### config.mk
export PLATFORM = sky130hd
export DESIGN_NAME = pipelined_barrel_shifter
export DESIGN_NICKNAME = d
export VERILOG_FILES = /design/src/rtl/pipelined_barrel_shifter.sv
export SDC_FILE = /design/constraint.sdc
export NUM_CORES = 1
export LEC_CHECK = 0
export ABC_AREA = 1
export BUFFER_PORTS_ARGS = -buffer_cell sky130_fd_sc_hd__buf_2
export CELL_PAD_IN_SITES_DETAIL_PLACEMENT = 0
export CELL_PAD_IN_SITES_GLOBAL_PLACEMENT = 1
export CORE_MARGIN = 8
export CORE_UTILIZATION = 40
export CTS_CLUSTER_DIAMETER = 40
export DETAILED_ROUTE_END_ITERATION = 7
export GPL_TIMING_DRIVEN = 0
export PLACE_DENSITY = 0.85
export SETUP_SLACK_MARGIN = 0.5
export SLEW_MARGIN = 5
export SYNTH_ARGS = -nofsm -noshare
export SYNTH_HDL_FRONTEND = slang
export SYNTH_SLANG_ARGS = --single-unit
### constraint.sdc
create_clock -name clk -period 2.05 [get_ports clk]
set_clock_uncertainty 0.05 [all_clocks]
set_input_delay 0.41 -clock clk [delete_from_list [all_inputs] [get_ports clk]]
set_output_delay 0.41 -clock clk [all_outputs]
set_load 0.005 [all_outputs]
### src/rtl/pipelined_barrel_shifter.sv
// Log-depth barrel shifter/rotator (SLL, SRL, SRA, ROL, ROR) split over STAGES register
// stages with valid/ready on both sides and full backpressure.
module pipelined_barrel_shifter #(
    parameter int WIDTH   = 16,
    parameter int SHAMT_W = $clog2(WIDTH),
    parameter int STAGES  = 2
) (
    input  logic               clk,
    input  logic               rst_n,
    input  logic               in_valid,
    output logic               in_ready,
    input  logic [WIDTH-1:0]   in_data,
    input  logic [SHAMT_W-1:0] in_shamt,
    input  logic [2:0]         in_op,
    output logic               out_valid,
    input  logic               out_ready,
    output logic [WIDTH-1:0]   out_data,
    output logic               out_carry,
    output logic               out_illegal,
    output logic               busy
);

    typedef enum logic [2:0] {
        OP_SLL = 3'd0,
        OP_SRL = 3'd1,
        OP_SRA = 3'd2,
        OP_ROL = 3'd3,
        OP_ROR = 3'd4
    } op_e;

    // Handshake: a beat moves on valid && ready at a rising clock edge. Stage k loads
    // whenever it is empty or the stage after it (or the output port) takes its beat.

    // Layers are spread evenly; the last (SHAMT_W % STAGES) stages take one extra.
    function automatic int f_layers(input int k);
        return (SHAMT_W / STAGES) + ((k >= STAGES - (SHAMT_W % STAGES)) ? 1 : 0);
    endfunction

    function automatic int f_first(input int k);
        int s;
        s = 0;
        for (int i = 0; i < k; i++) s += f_layers(i);
        return s;
    endfunction

    function automatic logic [WIDTH-1:0] f_layer(input logic [WIDTH-1:0] d,
                                                 input logic [2:0]       op,
                                                 input int               amt);
        logic [WIDTH-1:0] r;
        case (op)
            OP_SLL:  r = d << amt;
            OP_SRL:  r = d >> amt;
            OP_SRA:  r = $signed(d) >>> amt;
            OP_ROL:  r = (d << amt) | (d >> (WIDTH - amt));
            OP_ROR:  r = (d >> amt) | (d << (WIDTH - amt));
            default: r = d;
        endcase
        return r;
    endfunction

    logic [STAGES-1:0]  w_valid;
    logic [STAGES-1:0]  w_empty;
    logic [STAGES-1:0]  w_adv;
    logic [SHAMT_W-1:0] w_shamt_m1;
    logic [WIDTH-1:0]   w_sll_probe;
    logic [WIDTH-1:0]   w_srl_probe;
    logic               w_in_carry;

    // The last bit shifted out is found from the original operand, so it is resolved
    // once at the input and then travels with the beat.
    assign w_shamt_m1  = in_shamt - SHAMT_W'(1);
    assign w_sll_probe = in_data << w_shamt_m1;
    assign w_srl_probe = in_data >> w_shamt_m1;

    always_comb begin
        w_in_carry = 1'b0;
        if (in_shamt != '0) begin
            case (in_op)
                OP_SLL:         w_in_carry = w_sll_probe[WIDTH-1];
                OP_SRL, OP_SRA: w_in_carry = w_srl_probe[0];
                default:        w_in_carry = 1'b0;
            endcase
        end
    end

    assign w_empty = ~w_valid;

    for (genvar k = 0; k < STAGES; k++) begin : g_adv
        assign w_adv[k] = out_ready || (|w_empty[STAGES-1:k]);
    end

    assign in_ready = w_adv[0];
    assign busy     = |w_valid;

    for (genvar k = 0; k < STAGES; k++) begin : g_stage
        localparam int LO = f_first(k);
        localparam int NL = f_layers(k);

        logic               w_src_valid;
        logic [WIDTH-1:0]   w_src_data;
        logic [SHAMT_W-1:0] w_src_shamt;
        logic [2:0]         w_src_op;
        logic               w_src_carry;
        logic [WIDTH-1:0]   w_shifted;

        logic               r_valid;
        logic [WIDTH-1:0]   r_data;
        logic [2:0]         r_op;
        logic               r_carry;

        if (k == 0) begin : g_src
            assign w_src_valid = in_valid;
            assign w_src_data  = in_data;
            assign w_src_shamt = in_shamt;
            assign w_src_op    = in_op;
            assign w_src_carry = w_in_carry;
        end else begin : g_src
            assign w_src_valid = g_stage[k-1].r_valid;
            assign w_src_data  = g_stage[k-1].r_data;
            assign w_src_shamt = g_stage[k-1].g_keep.r_shamt;
            assign w_src_op    = g_stage[k-1].r_op;
            assign w_src_carry = g_stage[k-1].r_carry;
        end

        always_comb begin
            w_shifted = w_src_data;
            for (int j = LO; j < LO + NL; j++) begin
                if (((w_src_shamt >> j) & SHAMT_W'(1)) != '0)
                    w_shifted = f_layer(w_shifted, w_src_op, 1 << j);
            end
        end

        always_ff @(posedge clk or negedge rst_n) begin
            if (!rst_n) begin
                r_valid <= 1'b0;
                r_data  <= '0;
                r_op    <= '0;
                r_carry <= 1'b0;
            end else if (w_adv[k]) begin
                r_valid <= w_src_valid;
                if (w_src_valid) begin
                    r_data  <= w_shifted;
                    r_op    <= w_src_op;
                    r_carry <= w_src_carry;
                end
            end
        end

        // Only stages that feed another stage need to keep the shift amount.
        if (k < STAGES - 1) begin : g_keep
            logic [SHAMT_W-1:0] r_shamt;
            always_ff @(posedge clk or negedge rst_n) begin
                if (!rst_n)
                    r_shamt <= '0;
                else if (w_adv[k] && w_src_valid)
                    r_shamt <= w_src_shamt;
            end
        end

        assign w_valid[k] = r_valid;
    end

    assign out_valid   = g_stage[STAGES-1].r_valid;
    assign out_data    = g_stage[STAGES-1].r_data;
    assign out_carry   = g_stage[STAGES-1].r_carry;
    assign out_illegal = (g_stage[STAGES-1].r_op > 3'd4);

endmodule

==> summary.txt, run 1 <==
Detailed routing
  • Number of remaining DRC errors: 0
  • Total length of routed wires: 12820 µm
  • Ratio of routed vias to standard cells: 5.408
  • Violation count after the first detailed-route iteration: 352
  • Average wire length per cell after detail routing: 16.14 µm
  • Count of vias placed by the detailed router: 4294
  • Detailed-routing iteration count for the pre-antenna-repair pass: 5
  • Count of antenna-violating nets left after detailed routing: 0

Layout
  • Share of layout cells above drive strength 1: 30.47%
  • Final antenna diode count: 0
  • Final #Nets: 713
  • Utilization of the core after routing: 56.33%
  • Synth-to-Final Area Change: 37.08%
  • Count of non-filler cells in the finished layout: 794
  • FILL cells: 869

CTS
  • Hold Buf Count CTS: 0
  • Sink Count: 44
  • Number of levels the H-tree was split into: 2
  • Clock tree from TritonCTS: built
  • Source-to-sink clock delay at the later pin of the worst-skew pair: 0.30 ns
  • Reg clk slew, reported paths: 0.10 ns
  • Number of buffers created by CTS: 5
  • Clock Path Buffers: 2
  • Clock root buffer master: sky130_fd_sc_hd__clkbuf_8

Synthesis
  • Synthesized flop and latch total: 44
  • Net Count, Synth: 618
  • Fraction of post-synthesis cell area in the top cell type by area: 30.73%
  • Share of async-settable or async-resettable flops after synthesis: 100.0%
  • Most common cell in the netlist: sky130_fd_sc_hd__nand2_1
  • Synth Flop Type: sky130_fd_sc_hd__dfrtp_1
  • Mapped Cells: 590
  • Most used standard cells in the synthesized netlist: sky130_fd_sc_hd__nand2_1, sky130_fd_sc_hd__nand3_1, sky130_fd_sc_hd__a21oi_1, sky130_fd_sc_hd__dfrtp_1, sky130_fd_sc_hd__inv_1
  • Yosys top cell by area: sky130_fd_sc_hd__dfrtp_1
  • Main area contributors after synthesis: sky130_fd_sc_hd__dfrtp_1, sky130_fd_sc_hd__nand2_1, sky130_fd_sc_hd__nand3_1, sky130_fd_sc_hd__a21oi_1, sky130_fd_sc_hd__o21ai_0
  • Combined area of all synthesized cells: 3583 µm²
  • Number of enable flip-flop cells after synthesis: 0
  • Sequential-to-total area share from yosys stat: 30.73%
  • Count of yosys warnings during synthesis: 0
  • Mean instance size in the synthesized netlist: 6.074 µm²
  • Distinct cell type count of the synthesized netlist: 29

Worst setup path
  • Max FO, Critical Path: 4
  • Worst EP arrival: 1.99 ns
  • Worst EP required: 2.21 ns
  • Kind of end point of the critical path: flop
  • Element type at the critical path start: flop
  • Critical path type: reg -> reg

Floorplanning
  • Die span in y: 110.7 µm
  • IO Pins: 48
  • Floorplan die width: 110.7 µm
  • Die Outline Area: 12240 µm²
  • Starting utilization of the core area: 41.09%
  • Row Count: 34
  • Area inside the core boundary: 8721 µm²

Placed design
  • Quantity of I/O buffers inserted on ports: 47
  • Routability congestion estimate: 0.9284
  • Detailed Place HPWL: 8682 µm
  • Placed Cells incl. Taps: 745
  • Post-placement setup slack: -0.1043 ns

STA
  • Max-slew violation count: 0
  • Pin slew with the least headroom to its limit: 0.9712 ns
  • FMAX: 547.0 MHz
  • Worst hold-check slack: 0.2006 ns
  • Smallest setup slack after layout: 0.2219 ns
  • Setup repair after global routing missed its margin: true
  • Worst rel slew slack: 35.26%
  • Final count of negative-setup-slack endpoints: 0
  • Final-report hold violation count: 0
  • Final min period: 1.828 ns
  • Final worst-path cycle share: 89.17%

Power and ir drop
  • Maximum resistive drop on vdd: 0.3395 mV
  • Post-layout power: 3.663 mW
  • Leak: 2.534 nW
  • Total power density per cell area: 745.6 nW/µm²

GRT
  • All-layer global routing usage: 19.57%
  • Global-route wire length before repair: 20290 µm
  • Pin count of the biggest net entering global routing: 45
  • Residual overflow from global routing: 0
  • Number of global-route vias before repair: 4152
  • Antenna violations before repair: 0

Hold path
  • Worst min-delay path category: in -> async

Run status
  • Status: completed

Job
  • Number of max-capacitance violations reported: 0
==> registers in the layout, indices dropped and copies added, names as in the netlist <==
name,flops
g_stage.r_valid,1
g_stage.g_keep.r_shamt,2
g_stage.r_carry,1
g_stage.r_data,16
out_data,16
g_stage.r_op,6
out_carry,1
out_valid,1
==> worst max-delay path: stages (launching register included) <==
cell                      delay, ns
sky130_fd_sc_hd__dfrtp_2       0.45
sky130_fd_sc_hd__inv_2         0.08
sky130_fd_sc_hd__nand2_2       0.06
sky130_fd_sc_hd__nand2_4       0.09
sky130_fd_sc_hd__nand2_4       0.08
sky130_fd_sc_hd__buf_4         0.15
sky130_fd_sc_hd__a21oi_1       0.24
sky130_fd_sc_hd__nand2_1       0.20
sky130_fd_sc_hd__nand3_1       0.13
sky130_fd_sc_hd__nand2_1       0.08
sky130_fd_sc_hd__nand2_1       0.07
sky130_fd_sc_hd__nand2_1       0.05
==> layer usage <==
layer | global-route usage [%] | vias up | part of all wire (%)
met3 | 3.896 | 22 | 6.3
met2 | 32.19 | 175 | 47
met1 | 24.95 | 1989 | 44
met5 | 0 | - | 0
li1 | - | 2108 | -
met4 | 6.396 | 0 | 2.0
==> layout by cell type, fill, tap and decap left out, drive strengths merged, types with 2 or more instances in the layout <==
cell type and count:
clkinvlp 2, dfrtp 44, nor2 13, inv 30
a21oi 46, nand3 112, buf 103, or2 24
o211ai 6, o21ai 17, nand2 267, clkbuf 14
==> where the power goes <==
part           switching (mW)  total [mW]  internal, mW
Clock                   0.340       0.707         0.368
Sequential              0.178        1.24          1.06
Combinational           0.980        1.71         0.734
Total                    1.50        3.66          2.16
==> final cells by class <==
cell class                 count  area, µm²  area share, %
sequential                    44       1104          22.47
timing repair buffer          87      619.3          12.61
multi-input combinational    491       2570          52.32
inverter                      31      138.9          2.827
buffer                        25      230.2          4.687
clock buffer                   5      68.82          1.401
clock inverter                 3      46.29         0.9424
tap                          108      135.1          2.751
==> logic make-up (layout without fill, tap and decap cells) <==
kind of cell,count (synthesis),in the layout,synth area share [%]
fa+ha+maj,1,1,0.3491
flops,44,44,30.73
buf+inv,56,151,6.948
compound gates,71,71,10.44
simple gates,417,418,51.29
xor+xnor,1,1,0.2445
==> stage by stage <==
step	TNS [ns]	instance area [µm²]
3_3_place_gp	-0.09295	4020
6_report	0	4912
4_1_cts	0	4643
3_5_place_dp	-0.1043	4020
2_1_floorplan	0	3650
5_1_grt	0	4912
==> worst paths after layout <==
check | start | end | slack, ns | depth (start not counted)
min reg2reg | out_data[12] | out_data[12] | 0.42 | 2
max | g_stage[0].r_op[1] | out_data[1] | 0.22 | 11
min in group clk | in_valid | g_stage[0].r_valid | 0.29 | 3
max reg2reg | g_stage[0].r_op[1] | out_data[1] | 0.22 | 11
max in group asynchronous | rst_n | g_stage[0].r_op[1] | 1.08 | 1
min | rst_n | g_stage[1].r_op[1] | 0.20 | 1
==> what timing repair did <==
action,in CTS,in global routing
pin swaps,35,28
setup buffers,18,16
cloned,5,2
setup endpoints to repair,37,38
gates resized for setup,90,48
Note: power is estimated with default switching activity, not from simulation.
==> run 2: changes to the inputs <==
--- a/config.mk
+++ b/config.mk
@@ -10,11 +10,11 @@
 export CELL_PAD_IN_SITES_DETAIL_PLACEMENT = 0
 export CELL_PAD_IN_SITES_GLOBAL_PLACEMENT = 1
 export CORE_MARGIN = 8
-export CORE_UTILIZATION = 40
+export CORE_UTILIZATION = 44
 export CTS_CLUSTER_DIAMETER = 40
 export DETAILED_ROUTE_END_ITERATION = 7
 export GPL_TIMING_DRIVEN = 0
-export PLACE_DENSITY = 0.85
+export PLACE_DENSITY = 0.92
 export SETUP_SLACK_MARGIN = 0.5
 export SLEW_MARGIN = 5
 export SYNTH_ARGS = -nofsm -noshare
==> constraint.sdc (replaced) <==
create_clock -name clk -period 2.3 [get_ports clk]
set_clock_uncertainty 0.05 [all_clocks]
set_input_delay 0.46 -clock clk [delete_from_list [all_inputs] [get_ports clk]]
set_output_delay 0.46 -clock clk [all_outputs]
set_load 0.005 [all_outputs]
==> run 2 against run 1 <==
  * Cell area decreased by 13%
  * Combinational power decreased by 30%
  * Worst setup slack better by 0.35 ns
  * Critical endpoint is now g_stage[0].r_carry
  * Die area is 7.8% lower
  * Sequential share of layout area increased by 3.4 points
  * Clock power fell by 25%
  * Critical path depth increased by 3
  * Critical path type is now in -> reg
  * Total power is 23% lower
  * Core utilization down 3.4 points
  * Final cell count decreased by 4.5%
==> summary.txt, run 2 (same netlist as run 1, synthesis figures left out) <==
STA
  • Final min period: 1.724 ns
  • Final worst-path cycle share: 74.98%
  • Smallest setup slack after layout: 0.5755 ns (+0.3536 ns)
  • Final count of negative-setup-slack endpoints: 0 (unchanged)
  • Max-slew violation count: 0 (unchanged)
  • Final-report hold violation count: 0 (unchanged)
  • Pin slew with the least headroom to its limit: 0.9649 ns (-0.006284 ns)
  • Setup repair after global routing missed its margin: true
  • FMAX: 579.9 MHz
  • Worst rel slew slack: 35.68% (+0.42 points)
  • Sum Neg Setup Slack: 0 ns (unchanged)

Worst setup path
  • Worst EP required: 2.45 ns (+0.24 ns)
  • Combined buffer and inverter count along the critical path: 5 (+3)
  • Worst reg2reg path depth: 11 (unchanged)
  • Category of cells accounting for the largest share of critical-path delay: buffers and inverters
  • Max FO, Critical Path: 10 (+6)
  • Cell seen most often among critical-path stages: sky130_fd_sc_hd__nand3_1
  • Kind of end point of the critical path: flop
  • Flop2flop setup slack: 0.60 ns (+0.38 ns)
  • Worst EP arrival: 1.87 ns (-0.12 ns)
  • Largest stage delay on the critical path: 0.21 ns (-0.24 ns)
  • Reg2reg start: g_stage[0].r_op[1]
  • Capture instance of the worst register-to-register path: out_data[11]
  • Element type at the critical path start: primary input
  • Critical path type: in -> reg
  • CP max-delay cell: sky130_fd_sc_hd__ha_4
  • Critical Path, Cell by Cell: buf_4, buf_6, inv_8, buf_8, ha_4, buf_8, a21oi_1, o21ai_1, nand3_1, nand3_1, nand3_1, nand2_1, nand2_2, nand2_1

Detailed routing
  • Number of remaining DRC errors: 0 (unchanged)
  • Average wire length per cell after detail routing: 14.95 µm (-7.4%)
  • Total length of routed wires: 11330 µm (-12%)
  • Detailed-routing iteration count for the pre-antenna-repair pass: 5 (unchanged)
  • Count of vias placed by the detailed router: 4080 (-5.0%)
  • Ratio of routed vias to standard cells: 5.383 (-0.47%)
  • Count of antenna-violating nets left after detailed routing: 0 (unchanged)
  • Violation count after the first detailed-route iteration: 263 (-25%)

Layout
  • Share of layout cells above drive strength 1: 20.83% (-9.6 points)
  • Combined area of the multi-input logic cells: 2328 µm² (-9.4%)
  • Synth-to-Final Area Change: 18.99%
  • FILL cells: 878 (+1.0%)
  • Area used by sequential logic in the layout: 1104 µm² (unchanged)
  • Final antenna diode count: 0 (unchanged)
  • Most frequent cells in the layout: sky130_fd_sc_hd__nand2_1, sky130_fd_sc_hd__nand3_1, sky130_fd_sc_hd__buf_2
  • Count of non-filler cells in the finished layout: 758 (-4.5%)
  • Final #Nets: 680 (-4.6%)
  • Most common library cell in the layout ignoring fill and taps: sky130_fd_sc_hd__nand2_1

GRT
  • Number of global-route vias before repair: 3768 (-9.2%)
  • Residual overflow from global routing: 0 (unchanged)
  • Pin count of the biggest net entering global routing: 45 (unchanged)
  • GR peak layer: met2
  • All-layer global routing usage: 19.86% (+0.30 points)
  • Met2 track demand over resource in global routing: 31.90% (-0.29 points)
  • GRT met1 Usage: 26.47% (+1.5 points)
  • Antenna violations before repair: 0 (unchanged)
  • Routing usage on met3: 2.964% (-0.93 points)
  • Global-route wire length before repair: 18600 µm (-8.3%)

Floorplanning
  • Starting utilization of the core area: 44.51% (+3.4 points)
  • IO Pins: 48 (unchanged)
  • Floorplan die width: 106.2 µm (-4.0%)
  • Die span in y: 106.2 µm (-4.0%)
  • Row Count: 33 (-2.9%)
  • Area inside the core boundary: 8051 µm² (-7.7%)
  • Die Outline Area: 11290 µm² (-7.8%)

Placed design
  • Quantity of I/O buffers inserted on ports: 47 (unchanged)
  • Routability congestion estimate: 0.9291 (about the same)
  • Placed Cells incl. Taps: 742 (-0.40%)
  • Detailed Place HPWL: 8672 µm (-0.11%)
  • Post-placement setup slack: 0.09766 ns (+0.2020 ns)

Power and ir drop
  • Leak: 2.248 nW (-11%)
  • Total power density per cell area: 662.1 nW/µm² (-11%)
  • Maximum resistive drop on vdd: 0.2649 mV (-22%)
  • Post-layout power: 2.823 mW (-23%)

Job
  • Number of max-capacitance violations reported: 0 (unchanged)

CTS
  • Clock Path Buffers: 2 (unchanged)
  • Sink Count: 44 (unchanged)
  • Clock root buffer master: sky130_fd_sc_hd__clkbuf_8
  • Number of buffers created by CTS: 5 (unchanged)
  • Clock tree from TritonCTS: built
  • Source-to-sink clock delay at the later pin of the worst-skew pair: 0.30 ns (about the same)
  • Reg clk slew, reported paths: 0.09 ns (about the same)
  • Number of levels the H-tree was split into: 2 (unchanged)

Run status
  • Status: completed

Hold path
  • Worst min-delay path category: in -> async
==> run 2: changes by cell type in the layout (fill, tap and decap cells not counted), sizes merged <==
cell and change:
buf -32, bufinv -1, clkbuf +1, nand2 -1
==> run 2: where the power goes <==
group | internal [mW] | switching (mW)
clock network | 0.244 | 0.285
logic | 0.469 | 0.734
registers | 0.948 | 0.144
==> run 2: area by class of cell <==
type	instances	share of cell area (%)
sequential	44	25.88
inverter	31	2.905
buffer	25	4.255
clock inverter	2	0.3521
clock buffer	6	1.937
tap	105	3.081
timing repair buffer	55	6.984
multi-input combinational	490	54.61
==> run 2: worst max path at each step <==
stage,cells past startpoint,slack [ns],from,endpoint
2_1_floorplan,13,0.53,in_shamt[0],g_stage[0].r_carry
3_3_place_gp,13,0.11,in_shamt[0],g_stage[0].r_carry
3_5_place_dp,13,0.1,in_shamt[0],g_stage[0].r_carry
4_1_cts,14,0.50,in_shamt[0],g_stage[0].r_carry
5_1_grt,4,0.45,out_valid,in_ready
6_report,14,0.58,in_shamt[0],g_stage[0].r_carry
==> run 2: per-stage QoR <==
step                      hold WS, ns  cell area (µm²)  utilization, %
final                          0.2511             4264           52.96
after global routing           0.3453             4264           52.96
after CTS                      0.2908             4141           51.44
after detailed placement       0.4095             3995           49.62
after global placement         0.4078             3995           49.62
after floorplan                0.1144             3628               -
==> run 2: what timing repair did <==
| item | 4_1_cts | 5_1_grt |
|---|---|---|
| gates cloned | 0 | 0 |
| endpoints found under the setup margin | 24 | 29 |
| pin swaps | 0 | 4 |
| buffers inserted | 3 | 5 |
| hold buffers | 0 | 0 |
| resized for setup | 6 | 42 |
==> run 2: layer usage <==
layer	wire, µm	vias up
met5	0	-
met4	241	0
met3	690	21
met2	5269	134
met1	5132	1875
li1	-	2050
==> run 3: changes to the inputs <==
--- a/config.mk
+++ b/config.mk
@@ -10,11 +10,11 @@
 export CELL_PAD_IN_SITES_DETAIL_PLACEMENT = 0
 export CELL_PAD_IN_SITES_GLOBAL_PLACEMENT = 1
 export CORE_MARGIN = 8
-export CORE_UTILIZATION = 44
+export CORE_UTILIZATION = 40
 export CTS_CLUSTER_DIAMETER = 40
 export DETAILED_ROUTE_END_ITERATION = 7
 export GPL_TIMING_DRIVEN = 0
-export PLACE_DENSITY = 0.92
+export PLACE_DENSITY = 0.85
 export SETUP_SLACK_MARGIN = 0.5
 export SLEW_MARGIN = 5
 export SYNTH_ARGS = -nofsm -noshare
==> constraint.sdc (replaced) <==
create_clock -name clk -period 1.7 [get_ports clk]
set_clock_uncertainty 0.05 [all_clocks]
set_input_delay 0.34 -clock clk [delete_from_list [all_inputs] [get_ports clk]]
set_output_delay 0.34 -clock clk [all_outputs]
set_load 0.005 [all_outputs]
==> run 3 against run 2 <==
  * Sequential share of layout area down 5.9 points
  * Highest routed layer unchanged
  * Core utilization rose by 10 points
  * Largest cell class unchanged
  * Cell area rose by 30%
  * Critical path type is now reg -> reg
==> summary.txt, run 3 (same netlist as run 1, synthesis figures left out) <==
Run status
  • Status: completed

Worst setup path
  • Worst EP required: 1.86 ns (-0.59 ns)
  • Element type at the critical path start: flop
  • Max FO, Critical Path: 6 (-4)
  • Critical path type: reg -> reg
  • Worst EP arrival: 1.78 ns (-0.09 ns)
  • Kind of end point of the critical path: flop

GRT
  • Number of global-route vias before repair: 4310 (+14%)
  • Residual overflow from global routing: 0 (unchanged)
  • All-layer global routing usage: 20.36% (+0.50 points)
  • Global-route wire length before repair: 21100 µm (+13%)
  • Pin count of the biggest net entering global routing: 45 (unchanged)
  • Antenna violations before repair: 0 (unchanged)

Detailed routing
  • Ratio of routed vias to standard cells: 5.496 (+2.1%)
  • Number of remaining DRC errors: 0 (unchanged)
  • Count of antenna-violating nets left after detailed routing: 0 (unchanged)
  • Detailed-routing iteration count for the pre-antenna-repair pass: 5 (unchanged)
  • Count of vias placed by the detailed router: 4463 (+9.4%)
  • Violation count after the first detailed-route iteration: 282 (+7.2%)
  • Average wire length per cell after detail routing: 16.28 µm (+8.9%)
  • Total length of routed wires: 13220 µm (+17%)

STA
  • Setup repair after global routing missed its margin: true
  • Final worst-path cycle share: 95.32%
  • Final count of negative-setup-slack endpoints: 0 (unchanged)
  • Smallest setup slack after layout: 0.07962 ns (-0.4959 ns)
  • FMAX: 617.1 MHz
  • Final-report hold violation count: 0 (unchanged)
  • Max-slew violation count: 0 (unchanged)
  • Worst rel slew slack: 34.49% (-1.2 points)
  • Pin slew with the least headroom to its limit: 0.9826 ns (+0.01777 ns)
  • Final min period: 1.620 ns

Floorplanning
  • Starting utilization of the core area: 41.09% (-3.4 points)
  • Die Outline Area: 12240 µm² (+8.5%)
  • IO Pins: 48 (unchanged)
  • Die span in y: 110.7 µm (+4.1%)
  • Floorplan die width: 110.7 µm (+4.1%)
  • Area inside the core boundary: 8721 µm² (+8.3%)
  • Row Count: 34 (+3.0%)

CTS
  • Clock tree from TritonCTS: built
  • Reg clk slew, reported paths: 0.10 ns (about the same)
  • Number of buffers created by CTS: 5 (unchanged)
  • Sink Count: 44 (unchanged)
  • Number of levels the H-tree was split into: 2 (unchanged)
  • Hold Buf Count CTS: 0 (unchanged)
  • Clock Path Buffers: 2 (unchanged)
  • Clock root buffer master: sky130_fd_sc_hd__clkbuf_8
  • Source-to-sink clock delay at the later pin of the worst-skew pair: 0.30 ns (about the same)

Layout
  • Most frequent cells in the layout: sky130_fd_sc_hd__nand2_1, sky130_fd_sc_hd__nand3_1, sky130_fd_sc_hd__buf_2
  • Synth-to-Final Area Change: 54.16%
  • Final antenna diode count: 0 (unchanged)
  • Most common library cell in the layout ignoring fill and taps: sky130_fd_sc_hd__nand2_1
  • Final #Nets: 731 (+7.5%)
  • Share of layout cells above drive strength 1: 40.20% (+19 points)

Placed design
  • Quantity of I/O buffers inserted on ports: 47 (unchanged)
  • Post-placement setup slack: -0.4240 ns (-0.5217 ns)
  • Detailed Place HPWL: 8921 µm (+2.9%)
  • Routability congestion estimate: 0.9009 (-3.0%)

Hold path
  • Worst min-delay path category: in -> async

Power and ir drop
  • Maximum resistive drop on vdd: 0.5752 mV (+120%)
  • Post-layout power: 4.647 mW (+65%)
  • Leak: 2.754 nW (+22%)
  • Total power density per cell area: 841.2 nW/µm² (+27%)

Job
  • Number of max-capacitance violations reported: 0 (unchanged)
run 3: where the power goes:
group          leakage (nW)  internal, mW  total, mW  switching, mW
combinational          2.16          1.07       2.31           1.24
sequential            0.539          1.28       1.49          0.210
clock                0.0548         0.443      0.846          0.403
run 3: critical path, stage by stage, from the launching register on:
cell and delay (ns):
sky130_fd_sc_hd__dfrtp_2 0.43, sky130_fd_sc_hd__inv_2 0.07, sky130_fd_sc_hd__nand2_2 0.08, sky130_fd_sc_hd__nand2_4 0.07, sky130_fd_sc_hd__nand2_4 0.10, sky130_fd_sc_hd__inv_4 0.06, sky130_fd_sc_hd__buf_8 0.13, sky130_fd_sc_hd__or2_1 0.24
sky130_fd_sc_hd__nand3_1 0.09, sky130_fd_sc_hd__nand2_1 0.09, sky130_fd_sc_hd__nand3_2 0.06, sky130_fd_sc_hd__nand2_1 0.05
run 3: final cells by class:
| class | count | area (µm²) |
|---|---|---|
| Tap cell | 108 | 135.1 |
| Timing Repair Buffer | 104 | 854.6 |
| Clock inverter | 3 | 46.29 |
| Inverter | 31 | 173.9 |
| Timing Repair inverter | 1 | 16.27 |
| Multi-Input combinational cell | 491 | 2783 |
| Buffer | 25 | 341.6 |
| Clock buffer | 5 | 68.82 |
| Fill cell | 810 | 3197 |
| Sequential cell | 44 | 1105 |
run 3: metal layers:
layer / wire [µm] / up-vias / GRT usage (%)
met2: 6276 / 179 / 33.03
li1: - / 2163 / -
met1: 5893 / 2103 / 26.67
met5: 0 / - / 0
met4: 170 / 0 / 5.766
met3: 881 / 18 / 4.058
run 3: per-stage QoR:
stage          hold slack, ns  cell area [µm²]  utilization (%)  std cells  TNS [ns]
6_report               0.1389             5524            63.34        812         0
5_1_grt                0.2170             5524            63.34        812  -0.03419
4_1_cts                0.1699             5180            59.40        794         0
3_5_place_dp           0.4109             4219            48.38        745    -3.054
3_3_place_gp           0.4084             4219            48.38        745    -2.868
2_1_floorplan       -0.005591             3849                -        590         0
run 3: final timing paths:
kind | startpoint | end | slack [ns] | cells past startpoint
hold / removal | rst_n | out_data[8] | 0.14 | 1
setup / recovery | g_stage[0].r_op[0] | out_data[12] | 0.08 | 11
hold reg to reg | out_data[15] | out_data[15] | 0.43 | 2
setup reg to reg | g_stage[0].r_op[0] | out_data[12] | 0.08 | 11
min in group clk | in_valid | g_stage[0].r_valid | 0.24 | 3
max in group asynchronous | rst_n | g_stage[0].r_op[0] | 0.80 | 1
run 3: repair_timing:
item / CTS / global route
pin swaps: 57 / 41
setup buffers: 33 / 15
gates cloned: 8 / 3
setup endpoints to repair: 60 / 63
resized for setup: 123 / 63
